==> src/rtl/mult_div_unit.sv <==
// mult_div_unit: iterative 32-bit multiply/divide unit with the HI/LO registers.
// Each operation retires one bit per cycle. Busy stalls dependent instructions
// while an operation runs.
// Build option: define MULTDIV_DIV_EN to include the restoring divider
// (DIV/DIVU). Without it, DIV/DIVU are no-ops and DivideByZero is tied low.
//
// state  | meaning
// IDLE   | waiting for Start; MTHI/MTLO are applied here
// RUN    | one shift-add / shift-subtract iteration per cycle, 32 iterations
// FINISH | sign correction, HI/LO write, Done pulse
module mult_div_unit #(
  parameter int WIDTH = 32
) (
  input  logic             CLK,
  input  logic             Reset,
  input  logic             Start,
  input  logic [2:0]       Operation,
  input  logic [WIDTH-1:0] OperandA,
  input  logic [WIDTH-1:0] OperandB,
  output logic             Busy,
  output logic             Done,
  output logic             DivideByZero,
  output logic [WIDTH-1:0] HI,
  output logic [WIDTH-1:0] LO
);

  localparam int CW = $clog2(WIDTH);

  localparam logic [2:0] OP_MULT  = 3'b000;
  localparam logic [2:0] OP_MULTU = 3'b001;
  localparam logic [2:0] OP_MTHI  = 3'b100;
  localparam logic [2:0] OP_MTLO  = 3'b101;
`ifdef MULTDIV_DIV_EN
  localparam logic [2:0] OP_DIV   = 3'b010;
  localparam logic [2:0] OP_DIVU  = 3'b011;
`endif

  typedef enum logic [1:0] {
    IDLE   = 2'd0,
    RUN    = 2'd1,
    FINISH = 2'd2
  } state_t;

  state_t           state;
  logic [CW-1:0]    iterCount;
  logic             signedOp;
  logic [WIDTH-1:0] magA;
  logic [WIDTH-1:0] magB;

  // Multiplier: {carry, upper half, multiplier bits still to be consumed}
  logic [2*WIDTH:0] prodAcc;
  logic [WIDTH-1:0] multiplicand;
  logic             prodNeg;
  logic [WIDTH:0]   prodSum;

`ifdef MULTDIV_DIV_EN
  logic [WIDTH:0]   remAcc;
  logic [WIDTH-1:0] quotAcc;
  logic [WIDTH-1:0] divisor;
  logic             quotNeg;
  logic             remNeg;
  logic             divZero;
  logic             divOp;
  logic             divZeroOut;
  logic [WIDTH+1:0] remShift;
  logic [WIDTH+1:0] remTrial;
`endif

  assign Busy = (state != IDLE);

  // Operand magnitudes: even Operation codes select the signed variants.
  always_comb begin
    signedOp = ~Operation[0];
    magA     = (signedOp && OperandA[WIDTH-1]) ? -OperandA : OperandA;
    magB     = (signedOp && OperandB[WIDTH-1]) ? -OperandB : OperandB;
  end

  // Shift-add step: add the multiplicand into the upper half when the LSB is set.
  always_comb begin
    prodSum = prodAcc[2*WIDTH:WIDTH] + (prodAcc[0] ? {1'b0, multiplicand} : '0);
  end

`ifdef MULTDIV_DIV_EN
  // Restoring divide step: shift in the next dividend bit and trial-subtract.
  // The extra top bit keeps the trial sign valid when the shifted remainder
  // reaches 2^WIDTH.
  always_comb begin
    remShift = {remAcc, quotAcc[WIDTH-1]};
    remTrial = remShift - {2'b00, divisor};
  end

  assign DivideByZero = divZeroOut;
`else
  assign DivideByZero = 1'b0;
`endif

  // Sequencer, datapath registers and architectural HI/LO.
  always_ff @(posedge CLK or posedge Reset) begin
    if (Reset) begin
      state        <= IDLE;
      iterCount    <= '0;
      HI           <= '0;
      LO           <= '0;
      Done         <= 1'b0;
      prodAcc      <= '0;
      multiplicand <= '0;
      prodNeg      <= 1'b0;
`ifdef MULTDIV_DIV_EN
      remAcc       <= '0;
      quotAcc      <= '0;
      divisor      <= '0;
      quotNeg      <= 1'b0;
      remNeg       <= 1'b0;
      divZero      <= 1'b0;
      divOp        <= 1'b0;
      divZeroOut   <= 1'b0;
`endif
    end else begin
      Done <= 1'b0;
`ifdef MULTDIV_DIV_EN
      divZeroOut <= 1'b0;
`endif
      case (state)
        IDLE: begin
          if (Start) begin
            case (Operation)
              OP_MULT, OP_MULTU: begin
                multiplicand <= magA;
                prodAcc      <= {{(WIDTH+1){1'b0}}, magB};
                prodNeg      <= signedOp & (OperandA[WIDTH-1] ^ OperandB[WIDTH-1]);
                iterCount    <= '0;
`ifdef MULTDIV_DIV_EN
                divOp        <= 1'b0;
`endif
                state        <= RUN;
              end
`ifdef MULTDIV_DIV_EN
              OP_DIV, OP_DIVU: begin
                remAcc    <= '0;
                quotAcc   <= magA;
                divisor   <= magB;
                quotNeg   <= signedOp & (OperandA[WIDTH-1] ^ OperandB[WIDTH-1]);
                remNeg    <= signedOp & OperandA[WIDTH-1];
                divZero   <= (OperandB == '0);
                divOp     <= 1'b1;
                iterCount <= '0;
                state     <= RUN;
              end
`endif
              OP_MTHI: HI <= OperandA;
              OP_MTLO: LO <= OperandA;
              default: ;
            endcase
          end
        end

        RUN: begin
`ifdef MULTDIV_DIV_EN
          if (divOp) begin
            if (!remTrial[WIDTH+1]) begin
              remAcc  <= remTrial[WIDTH:0];
              quotAcc <= {quotAcc[WIDTH-2:0], 1'b1};
            end else begin
              remAcc  <= remShift[WIDTH:0];
              quotAcc <= {quotAcc[WIDTH-2:0], 1'b0};
            end
          end else begin
            prodAcc <= {1'b0, prodSum, prodAcc[WIDTH-1:1]};
          end
`else
          prodAcc <= {1'b0, prodSum, prodAcc[WIDTH-1:1]};
`endif
          iterCount <= iterCount + 1'b1;
          if (iterCount == CW'(WIDTH - 1)) begin
            state <= FINISH;
          end
        end

        FINISH: begin
`ifdef MULTDIV_DIV_EN
          if (divOp) begin
            // With a zero divisor the remainder is the dividend magnitude, so
            // restoring its sign hands back OperandA unchanged.
            HI         <= remNeg ? -remAcc[WIDTH-1:0] : remAcc[WIDTH-1:0];
            LO         <= divZero ? '1 : (quotNeg ? -quotAcc : quotAcc);
            divZeroOut <= divZero;
          end else begin
            {HI, LO} <= prodNeg ? -prodAcc[2*WIDTH-1:0] : prodAcc[2*WIDTH-1:0];
          end
`else
          {HI, LO} <= prodNeg ? -prodAcc[2*WIDTH-1:0] : prodAcc[2*WIDTH-1:0];
`endif
          Done  <= 1'b1;
          state <= IDLE;
        end

        default: state <= IDLE;
      endcase
    end
  end

endmodule
==> config.mk <==
export PLATFORM = sky130hd
export DESIGN_NAME = mult_div_unit
export DESIGN_NICKNAME = d
export VERILOG_FILES = /design/src/rtl/mult_div_unit.sv
export SDC_FILE = /design/constraint.sdc
export NUM_CORES = 1
export LEC_CHECK = 0
export BUFFER_PORTS_ARGS = -buffer_cell sky130_fd_sc_hd__buf_2
export CORE_ASPECT_RATIO = 0.5
export CORE_UTILIZATION = 54
export DETAILED_ROUTE_END_ITERATION = 16
export GPL_ROUTABILITY_DRIVEN = 0
export PLACE_DENSITY_LB_ADDON = 0.1
export SLEW_MARGIN = 20
export SYNTH_ARGS = -nofsm -noshare
export SYNTH_HDL_FRONTEND = slang
export SYNTH_SLANG_ARGS = --single-unit
==> constraint.sdc <==
create_clock -name CLK -period 4.6 [get_ports CLK]
set_input_delay 0.46 -clock CLK [delete_from_list [all_inputs] [get_ports CLK]]
set_output_delay 0.46 -clock CLK [all_outputs]
set_load 0.03 [all_outputs]
==> results_dict.tcl <==
set metrics [dict create \
    worstPathArrival_ns 4.05 \
    vias_per_cell 6.15 \
    ys_async_sr_fraction_pct 100 \
    cts_resized 0 \
    outcome "complete, no violations" \
    wl_um 35500 \
    synth_most_common_cell "nand2_1" \
    yosysWarnings 0 \
    die-area_mm2 0.0220 \
    overflow 0 \
    drc 0 \
    drive_above_1_share_pct 13.7 \
    syn_inst 1416 \
    r2r-start "prodAcc[0]" \
    start_util_pct 55.6 \
    end_kind "flip-flop" \
    fillers 1807 \
    hold_viol_final 0 \
    yosysTopAreaCell "dfrtp_1" \
    cts_sinks 169 \
    port_buffers 135 \
    dpl.hpwl_um 26300 \
    clock_latency_ns 0.46 \
    leakagePower_uw 0.00546 \
    grt_pass1_vias 10200 \
    clk_path_buf_depth 2 \
    h-tree-depth 4 \
    worst-r2r-setup-slack_ns 0.94 \
    grt_max_degree 88 \
    multi_input_area_mm2 0.00694 \
    setup_viol_count_final 0 \
    final_cells 1782 \
    grt_pass1_wl_um 55900 \
    synth-main-ff-cell "dfrtp_1" \
    antenna_found_initial 0 \
    ir_drop_uv 287 \
    grtUsageTotal_pct 32.8 \
    slew_violations 0 \
    dr_total_vias 11000 \
    start_kind "flip-flop" \
    crit_type "flip-flop to flip-flop" \
    fin_tns_setup_ns 0 \
    cap_violations 0 \
    cts_buffers 17 \
    cts_tree "done" \
    fin_crit_sh_pct 79.6 \
    clock.fmax_ghz 0.273 \
    dr.pass1.iters 7 \
    diodes 0 \
    post-route-min-period_ns 3.66 \
    avgSynthCellArea_um2 8.17 \
    cp_max_fo 31 \
    postCtsSetupBuffers 0 \
    slew_headroom_pct 25.0 \
    netlist_top_cells_area "dfrtp_1 (37%), o21ai_0 (7.2%), xnor2_1 (7.0%), nand2_1 (6.9%), a21oi_1 (4.3%)" \
    ys_top_cells_by_count "nand2_1 (214), dfrtp_1 (169), o21ai_0 (166), nor2_1 (102), a21oi_1 (100)" \
    place_inst 1750 \
    powerDensity_mw_per_mm2 744 \
    r2r-end "prodAcc[59]" \
    die_x_um 209 \
    root_buffer "clkbuf_16" \
    syn_area_mm2 0.0116 \
    yosysSeqAreaShare_pct 36.6 \
    synth_edf_count 0 \
    synthToLayoutAreaGrowth_pct 12.2 \
    grt_setup_unrepaired "false" \
    seqCellArea_mm2 0.00423 \
    tightest_slew_ns 1.12 \
    r2r_cells 11 \
    cp.required_ns 4.99 \
    synth_cell_types 57 \
    fp.dieH_um 105 \
    hp-class "primary input to async pin" \
    syn_nets 1524 \
    ioPinCount 137 \
    coreArea_mm2 0.0208 \
    yosysTopAreaCellShare_pct 36.6 \
    wl_per_cell_um 19.9 \
    drt_iter0_drc 1169 \
    fin_nets 1604 \
    postRouteAntennaNets 0 \
    ctsHoldBuffers 0 \
    ys_seq_elements 169 \
    clkTransAtPathRegs_ns 0.07 \
    num_rows 37 \
    clock_skew_ns 0.0169 \
]
[report_power, final]
group,leakage [uW],internal [uW],switching [uW]
sequential,0.00195,2230,965
combinational,0.00322,1990,3000
clock,0.000292,818,650
[registers in the layout (all words and copies together) (netlist names)]
signal / flops
multiplicand: 32
LO: 32
HI: 32
iterCount: 5
Done: 1
prodAcc: 64
state: 2
prodNeg: 1
[worst max path at each step]
| stage | start | to | slack (ns) | depth (start not counted) |
|---|---|---|---|---|
| 6_report | prodAcc[0] | prodAcc[59] | 0.94 | 11 |
| 5_1_grt | prodAcc[0] | prodAcc[59] | 0.70 | 11 |
| 4_1_cts | prodAcc[0] | prodAcc[59] | 1.0 | 11 |
| 3_5_place_dp | prodAcc[0] | prodAcc[59] | 1.03 | 11 |
| 3_3_place_gp | prodAcc[26] | HI[28] | 0.79 | 7 |
| 2_1_floorplan | prodAcc[0] | prodAcc[59] | 1.32 | 14 |
[layer usage]
layer	global-route usage (%)	vias up	wire length (um)
li1	-	5155	-
met1	47.9	5317	16400
met2	48.4	452	15300
met3	7.42	39	3300
met4	9.35	0	414
met5	0	-	0
[worst max-delay path: stages, from the launching register on]
cell,delay [ns]
dfrtp_1,0.50
buf_4,0.33
nand2_1,0.13
fa_1,0.44
nor2b_1,0.20
o31ai_1,0.14
a21oi_1,0.33
nand3b_1,0.16
a31oi_1,0.17
o41ai_1,0.72
mux2_2,0.40
nand2_1,0.06
[stage by stage]
stage	setup WS [ns]	utilization (%)	power (uW)	hold WS [ns]	cell area [um2]
2_1_floorplan	1.32	-	6670	0.442	11600
3_3_place_gp	0.791	59.6	7940	0.456	12400
3_5_place_dp	1.03	59.7	8090	0.465	12400
4_1_cts	0.996	62.5	9580	0.215	13000
5_1_grt	0.699	62.5	10300	0.265	13000
6_report	0.938	62.5	9660	0.203	13000
[cell type report]
class / instances / area share [%]
flip-flops and latches: 169 / 32.6
repair buffers: 151 / 6.23
clock inverters: 13 / 1.06
well taps: 273 / 2.63
multi-input cells: 1137 / 53.5
clock buffers: 19 / 3.41
inverters: 20 / 0.607
[placed cells by master, fill, tap and decap left out, drive strengths merged, types with 19 or more instances in the layout]
cell,synthesis,routed
a21oi,100,100
and2,33,33
buf,14,151
clkbuf,76,19
dfrtp,169,169
ha,37,37
inv,20,24
mux2i,36,36
nand2,214,214
nand3,29,29
nor2,102,102
nor3,25,25
o21ai,167,167
o22ai,22,22
o31ai,28,28
o41ai,20,20
or3,19,19
xnor2,92,92
xor2,56,56
[cell families (layout without fill, tap and decap cells)]
logic type	Yosys count	in the layout	synth area share, %
xor gates and xnor gates	148	148	11.2
DFF	169	169	36.6
AOI/OAI and AO/OA	405	405	20.7
and+or+nand+nor	507	507	20.4
muxes	38	38	3.31
other	1	1	0.0324
adders and majority gates	38	38	4.18
buffers and inverters	110	203	3.62
Power figures use the tool's default switching activity.
